<file path="src/rtl/alu_share_ctrl_pkg.sv">
// Shared definitions for the two-requester ALU sharing controller:
// ALU selector codes, controller FSM encoding and sizing helpers.
package alu_share_ctrl_pkg;

  localparam int DEFAULT_W = 8;

  // ALU selector codes. The controller forwards sel undecoded; these names
  // exist so callers and models agree on what each code means.
  localparam logic [3:0] SEL_ADD   = 4'h0;
  localparam logic [3:0] SEL_SUB   = 4'h1;
  localparam logic [3:0] SEL_AND   = 4'h2;
  localparam logic [3:0] SEL_OR    = 4'h3;
  localparam logic [3:0] SEL_XOR   = 4'h4;
  localparam logic [3:0] SEL_NOTA  = 4'h5;
  localparam logic [3:0] SEL_SHL   = 4'h6;
  localparam logic [3:0] SEL_SHR   = 4'h7;
  localparam logic [3:0] SEL_INC   = 4'h8;
  localparam logic [3:0] SEL_DEC   = 4'h9;
  localparam logic [3:0] SEL_PASSA = 4'hA;
  localparam logic [3:0] SEL_PASSB = 4'hB;
  localparam logic [3:0] SEL_NAND  = 4'hC;
  localparam logic [3:0] SEL_NOR   = 4'hD;
  localparam logic [3:0] SEL_XNOR  = 4'hE;
  localparam logic [3:0] SEL_ROL   = 4'hF;

  typedef enum logic [1:0] {
    ST_IDLE = 2'd0,
    ST_EXEC = 2'd1,
    ST_RESP = 2'd2
  } state_t;

  // Width of the latency down-counter; a combinational ALU still needs one bit.
  function automatic int cnt_width(input int lat);
    return (lat > 0) ? $clog2(lat + 1) : 1;
  endfunction

endpackage

</file>
<file path="src/rtl/alu_share_ctrl_rr_arb2.sv">
// Two-way round-robin arbiter. The grant is combinational from the request
// vector; the priority pointer moves to the other requester on each accept.
module rr_arb2 (
  input  logic       clk,
  input  logic       rst,
  input  logic [1:0] req,
  input  logic       adv,
  output logic [1:0] gnt
);

  logic fav1;

  // Lone requester always wins; a tie is broken by the pointer.
  always_comb begin
    gnt = req;
    if (req == 2'b11) gnt = fav1 ? 2'b10 : 2'b01;
  end

  // After serving requester 0 favour requester 1, and vice versa.
  always_ff @(posedge clk) begin
    if (rst) fav1 <= 1'b0;
    else if (adv) fav1 <= gnt[0];
  end

endmodule

</file>
<file path="src/rtl/alu_share_ctrl.sv">
// Shares one registered ALU between two requesters. Operations are accepted
// one at a time in round-robin order, held on the ALU for its latency, and the
// result is presented to the owning requester until it takes it.
module alu_share_ctrl
  import alu_share_ctrl_pkg::*;
#(
  parameter int W       = DEFAULT_W,
  parameter int ALU_LAT = 1
) (
  input  logic         clk,
  input  logic         rst,
  input  logic         req0_valid,
  output logic         req0_ready,
  input  logic [W-1:0] req0_a,
  input  logic [W-1:0] req0_b,
  input  logic [3:0]   req0_sel,
  input  logic         req1_valid,
  output logic         req1_ready,
  input  logic [W-1:0] req1_a,
  input  logic [W-1:0] req1_b,
  input  logic [3:0]   req1_sel,
  output logic         rsp0_valid,
  input  logic         rsp0_ready,
  output logic         rsp1_valid,
  input  logic         rsp1_ready,
  output logic [W-1:0] rsp_data,
  output logic [W-1:0] alu_a,
  output logic [W-1:0] alu_b,
  output logic [3:0]   alu_sel,
  input  logic [W-1:0] alu_out,
  output logic         busy
);

  localparam int            CW       = cnt_width(ALU_LAT);
  localparam logic [CW-1:0] CNT_INIT = CW'(ALU_LAT);

  state_t        state;
  logic          owner;
  logic [CW-1:0] cnt;
  logic [1:0]    req;
  logic [1:0]    gnt;
  logic          accept;
  logic          owner_take;

  // Requests are only offered to the arbiter while idle, so no grant can
  // appear during EXEC or RESP.
  assign req        = (state == ST_IDLE) ? {req1_valid, req0_valid} : 2'b00;
  assign req0_ready = (state == ST_IDLE) & gnt[0];
  assign req1_ready = (state == ST_IDLE) & gnt[1];
  assign accept     = req0_ready | req1_ready;
  assign owner_take = owner ? rsp1_ready : rsp0_ready;

  assign rsp0_valid = (state == ST_RESP) & ~owner;
  assign rsp1_valid = (state == ST_RESP) &  owner;
  assign busy       = (state != ST_IDLE);

  rr_arb2 u_arb (
    .clk (clk),
    .rst (rst),
    .req (req),
    .adv (accept),
    .gnt (gnt)
  );

  // Controller FSM: accept -> wait out ALU latency -> hold result for owner.
  always_ff @(posedge clk) begin
    if (rst) begin
      state    <= ST_IDLE;
      owner    <= 1'b0;
      cnt      <= '0;
      alu_a    <= '0;
      alu_b    <= '0;
      alu_sel  <= '0;
      rsp_data <= '0;
    end else begin
      case (state)
        ST_IDLE: begin
          if (accept) begin
            alu_a   <= gnt[1] ? req1_a   : req0_a;
            alu_b   <= gnt[1] ? req1_b   : req0_b;
            alu_sel <= gnt[1] ? req1_sel : req0_sel;
            owner   <= gnt[1];
            cnt     <= CNT_INIT;
            state   <= ST_EXEC;
          end
        end
        ST_EXEC: begin
          if (cnt != '0) begin
            cnt <= cnt - 1'b1;
          end else begin
            rsp_data <= alu_out;
            state    <= ST_RESP;
          end
        end
        ST_RESP: begin
          if (owner_take) state <= ST_IDLE;
        end
        default: state <= ST_IDLE;
      endcase
    end
  end

endmodule
</file>
<file path="config.mk">
export PLATFORM = sky130hd
export DESIGN_NAME = alu_share_ctrl
export DESIGN_NICKNAME = d
export VERILOG_FILES = /design/src/rtl/alu_share_ctrl_pkg.sv /design/src/rtl/alu_share_ctrl_rr_arb2.sv /design/src/rtl/alu_share_ctrl.sv
export SDC_FILE = /design/constraint.sdc
export NUM_CORES = 1
export LEC_CHECK = 0
export BUFFER_PORTS_ARGS = -buffer_cell sky130_fd_sc_hd__clkbuf_2
export CORE_ASPECT_RATIO = 0.8
export CORE_MARGIN = 2
export CORE_UTILIZATION = 30
export CTS_CLUSTER_SIZE = 14
export DETAILED_ROUTE_END_ITERATION = 16
export PLACE_DENSITY = 0.58
export SYNTH_ARGS = -nofsm -noshare
export SYNTH_HDL_FRONTEND = slang
export SYNTH_SLANG_ARGS = --single-unit
</file>
<file path="constraint.sdc">
create_clock -name clk -period 1.8 [get_ports clk]
set_input_delay 0.54 -clock clk [delete_from_list [all_inputs] [get_ports clk]]
set_output_delay 0.54 -clock clk [all_outputs]
set_load 0.005 [all_outputs]
</file>
==> impl_metrics.tcl, run 1 <==
set metrics [dict create \
    outcome "finished clean" \
    ant_nets 0 \
    power_leakage_nw 0.9486 \
    insertion_delay_ns 0.27 \
    grt_pass1_wl_um 7182 \
    ys_seq_elements 33 \
    multiInputGateArea_um2 759.5 \
    post_synth.cell_area_avg_um2 8.983 \
    rows 23 \
    hp-class "register to register" \
    tightest_slew_ns 0.7080 \
    cts_tree "done" \
    die_y_um 69.30 \
    reg2reg_slack_ns 0.44 \
    ys_seq_area_share_pct 41.31 \
    via_count 1663 \
    rsz0062_at_grt "false" \
    drv_slew 0 \
    power_mw 2.081 \
    core_um2 5065 \
    ios 87 \
    synth_cells 178 \
    syn_nets 232 \
    grt_usage_pct 15.26 \
    start_util_pct 31.57 \
    hold_buffers 0 \
    async_reset_ff_share_pct 0 \
    regArea_um2 663.1 \
    layout.cells.non_filler 324 \
    place_inst 317 \
    layout-drive-gt1-share_pct 42.37 \
    area.growth.synth_to_final_pct 32.00 \
    cp.arrival_ns 1.13 \
    synth_edf_count 0 \
    worst_setup_path_start_kind "register" \
    cts.sinks 33 \
    nFillCells 541 \
    clkTransAtPathRegs_ns 0.06 \
    grt-ovfl-total 0 \
    nets 316 \
    powerDensity_nw_per_um2 986.1 \
    fin_skew_ns 0.002726 \
    setup_ws_ns 0.1289 \
    cp_max_fo 7 \
    holdWs_ns 0.4911 \
    post-cts-setup-buffers 0 \
    setup_viol 0 \
    r2r-start "state[0]$_SDFFE_PP0P_" \
    relSlewSlack_pct 52.80 \
    vias_per_cell 5.133 \
    grt_pass1_vias 1531 \
    timing.final.crit_share_pct 92.84 \
    grt_max_degree 34 \
    hold_start "rsp_data[2]$_SDFFE_PP0P_" \
    period_needed_ns 1.671 \
    drc_errors 0 \
    critical_path_class "register to output port" \
    cts-root-buf "clkbuf_8" \
    portBuffers 86 \
    wire_per_inst_um 14.20 \
    synth_area_um2 1599 \
    synth_cell_types 30 \
    htree_levels 2 \
    layout_common_cells "clkbuf_2 (86), dfxtp_1 (31), a21oi_1 (24)" \
    hold_viol 0 \
    dieWidth_um 85.63 \
    ys.flop_type "dfxtp_1" \
    dp_hpwl_um 3274 \
    yosys_warnings 0 \
    gp_congestion 0.7713 \
    numCtsBuffers 5 \
    final_common_cell "clkbuf_2" \
    dr.pass1.iters 4 \
    required_ns 1.26 \
    pre_cts_ws_ns 0.1463 \
    antenna_found_initial 0 \
    critPathCaptureType "output port" \
    drt-total-wl_um 4602 \
    fin_setup_tns_ns 0 \
    ir_drop_mv 0.3379 \
    die-area_um2 5934 \
    clockBufferDepth 2 \
    worstSetupStartpoint "state[0]$_SDFFE_PP0P_" \
    max_cap_viol_count 0 \
    antenna_cells 0 \
    fmax_ghz 0.5984 \
    dr.first_iter.drc_count 127 \
]
## worst paths after layout
kind | endpoint | cells after the start
worst min-delay path | rsp_data[2]$_SDFFE_PP0P_ | 2
worst max register to register | alu_sel[1]$_SDFFE_PP0P_ | 4
worst min register to register | rsp_data[2]$_SDFFE_PP0P_ | 2
worst max-delay path | req0_ready | 4
## registers in the layout (all words and copies together), names as in the netlist
name,count
owner,1
cnt,1
alu_b,8
rsp_data,8
alu_sel,4
u_arb.fav1,1
state,2
alu_a,8
## critical path, stage by stage (launching register included)
cell and delay, ns:
dfxtp_2 0.37, nor2_4 0.16, nand2_1 0.07, a21oi_1 0.11, clkbuf_2 0.14
## cell usage after synthesis, types with 4 or more instances
master    count  area, µm²
buf_6         5      56.30
dfxtp_1      33      660.6
a21oi_1      24      120.1
nand2_1       4      15.01
mux2i_1       9      90.09
nand3_1      20      100.1
a311oi_1     20      175.2
o21ai_1      20      100.1
nor2_1       11      41.29
buf_2         6      30.03
## power by group
part,switching [mW],internal [mW]
clock network,0.245,0.303
logic,0.330,0.294
registers,0.0738,0.836
total,0.648,1.43
## cell families after synthesis
family / count (synthesis) / synth area share, %
and+or+nand+nor: 44 / 14.87
muxes: 9 / 5.634
buffers and inverters: 23 / 11.50
AOI/OAI and AO/OA: 69 / 26.68
DFF: 33 / 41.31
## stage by stage
step	util [%]	area, µm²
after floorplan	-	1599
after global placement	39.82	2017
after detailed placement	39.82	2017
after CTS	41.65	2110
after global routing	41.67	2111
final	41.67	2111
## what timing repair did
| item | CTS | global route |
|---|---|---|
| resized for setup | 2 | 1 |
| endpoints found under the setup margin | 1 | 2 |
| cloned | 0 | 0 |
| pin swaps | 0 | 0 |
## routing by layer
| layer | GRT usage [%] | part of all wire, % |
|---|---|---|
| met1 | 19.43 | 46 |
| met2 | 24.83 | 48 |
| met3 | 3.571 | 5.0 |
| met4 | 5.996 | 1.3 |
| met5 | 0 | 0 |
## final cells by class
| type | instances | area share (%) |
|---|---|---|
| inverters | 3 | 0.5335 |
| repair buffers | 97 | 24.30 |
| clock buffers | 7 | 4.090 |
| well taps | 62 | 3.675 |
| multi-input cells | 122 | 35.98 |
| flip-flops and latches | 33 | 31.42 |
No activity file was read; power rests on OpenSTA's default activity.
==> run 2, diff against run 1 <==
--- a/config.mk
+++ b/config.mk
@@ -5,13 +5,13 @@
 export SDC_FILE = /design/constraint.sdc
 export NUM_CORES = 1
 export LEC_CHECK = 0
-export BUFFER_PORTS_ARGS = -buffer_cell sky130_fd_sc_hd__clkbuf_2
 export CORE_ASPECT_RATIO = 0.8
 export CORE_MARGIN = 2
 export CORE_UTILIZATION = 30
 export CTS_CLUSTER_SIZE = 14
 export DETAILED_ROUTE_END_ITERATION = 16
-export PLACE_DENSITY = 0.58
+export DONT_BUFFER_PORTS = 1
+export PLACE_DENSITY = 0.44
 export SYNTH_ARGS = -nofsm -noshare
 export SYNTH_HDL_FRONTEND = slang
 export SYNTH_SLANG_ARGS = --single-unit
==> run 2 against run 1 <==
Compared with the run above:
- core utilization down 8.6 points
- setup slack worse by 0.0035 ns
- clock skew up 0.0022 ns
- critical path depth down 1
==> impl_metrics.tcl, run 2 (synthesis results as in run 1) <==
set metrics [dict create \
    antenna_cells 0 \
    grt_usage_pct 15.08 \
    numCtsBuffers 5 \
    grt_pass1_vias 1343 \
    ios 87 \
    die_y_um 69.30 \
    reg2reg_depth 4 \
    regArea_um2 660.6 \
    dieWidth_um 85.63 \
    die-area_um2 5934 \
    nets 228 \
    drv_slew 0 \
    cts.sinks 33 \
    required_ns 1.26 \
    holdWs_ns 0.3196 \
    path_buf_inv 0 \
    slowest_stage "dfxtp_1" \
    layout-drive-gt1-share_pct 13.71 \
    ant_nets 0 \
    dp_hpwl_um 3140 \
    clockBufferDepth 2 \
    dr.first_iter.drc_count 66 \
    cp_top_family "flip-flops" \
    wire_per_inst_um 18.90 \
    start_util_pct 31.57 \
    cp_max_fo 9 \
    cp.arrival_ns 1.13 \
    critPathMaxStageDelay_ns 0.41 \
    fmax_ghz 0.5972 \
    nFillCells 536 \
    path_cells "nor2_2, nand2_1, a21oi_1" \
    hold_buffers 0 \
    cts-root-buf "clkbuf_8" \
    grt_util_met2_pct 22.40 \
    cts_resized 0 \
    fin_skew_ns 0.004891 \
    gp_congestion 0.6941 \
    timing.final.crit_share_pct 93.03 \
    cp_num_cells 3 \
    final_common_cell "dfxtp_1" \
    grt_use_met3_pct 5.714 \
    layout_common_cells "dfxtp_1 (33), a21oi_1 (24), o21ai_1 (20), nand3_1 (20), a311oi_1 (20)" \
    ir_drop_mv 0.4152 \
    outcome "finished clean" \
    critical_path_class "register to output port" \
    max_cap_viol_count 0 \
    clkTransAtPathRegs_ns 0.07 \
    grt_pass1_wl_um 6996 \
    critPathCaptureType "output port" \
    grt_max_degree 34 \
    area.growth.synth_to_final_pct 4.773 \
    power_leakage_nw 0.5801 \
    rsz0062_at_grt "false" \
    fin_setup_tns_ns 0 \
    grt-busiest-layer "met2" \
    critical_path.reg2reg.endpoint "alu_a[7]$_SDFFE_PP0P_" \
    drt-total-wl_um 4480 \
    powerDensity_nw_per_um2 1187 \
    hold_start "rst" \
    grtUsageMet1_pct 20.15 \
    period_needed_ns 1.675 \
    multiInputGateArea_um2 757.0 \
    worstSetupEndpoint "req0_ready" \
    htree_levels 2 \
    reg2reg_slack_ns 0.36 \
    rows 23 \
    dr.pass1.iters 4 \
    hp-class "input port to register" \
    hold_viol 0 \
    cts_tree "done" \
    grt-ovfl-total 0 \
    worst_setup_path_start_kind "register" \
    drc_errors 0 \
    r2r-start "state[1]$_SDFFE_PP0P_" \
    setup_viol 0 \
    antenna_found_initial 0 \
    biggestRegsByFlops "alu_a x8, alu_b x8, rsp_data x8" \
    worstSetupStartpoint "state[1]$_SDFFE_PP0P_" \
    portBuffers 0 \
    insertion_delay_ns 0.28 \
    relSlewSlack_pct 70.72 \
    via_count 1376 \
    post-cts-setup-buffers 0 \
    vias_per_cell 5.806 \
    core_um2 5065 \
    tightest_slew_ns 0.4393 \
]
==> run 2: per-layer routing <==
layer	up-vias	wire [µm]	share of wire, %
met2	55	2017	45
met3	4	350	7.8
met4	0	40	0.89
met5	-	0	0
li1	655	-	-
met1	662	2071	46
==> run 2: how the worst min path moves through the flow <==
stage,to,slack (ns),cells after the start
finish,alu_b[2]$_SDFFE_PP0P_,0.32,1
floorplan,state[0]$_SDFFE_PP0P_,0.47,2
detailed placement,state[0]$_SDFFE_PP0P_,0.49,2
CTS,alu_a[4]$_SDFFE_PP0P_,0.31,1
global route,u_arb.fav1$_SDFFE_PP0P_,0.31,1
global placement,state[0]$_SDFFE_PP0P_,0.48,2
==> run 2: layout make-up <==
class | count | share of cell area (%)
Clock inverter | 1 | 0.2987
Tap cell | 62 | 4.630
Multi-Input combinational cell | 122 | 45.18
Timing Repair Buffer | 9 | 4.033
Inverter | 3 | 0.6721
Clock buffer | 7 | 5.751
Sequential cell | 33 | 39.43
==> run 2: where the power goes <==
group	total, mW	switching, mW	internal (mW)
registers	0.928	0.0934	0.835
clock network	0.617	0.271	0.346
logic	0.444	0.261	0.183
==> run 2: through the flow <==
step	std cells	util [%]	total power [mW]	worst slack (ns)	instance area, µm²
3_5_place_dp	229	31.08	1.391	0.2659	1574
5_1_grt	237	33.08	2.103	0.007653	1675
4_1_cts	237	33.08	2.012	0.1117	1675
3_3_place_gp	229	31.08	1.371	0.3466	1574
6_report	237	33.08	1.989	0.1254	1675
2_1_floorplan	178	-	1.313	0.2135	1599
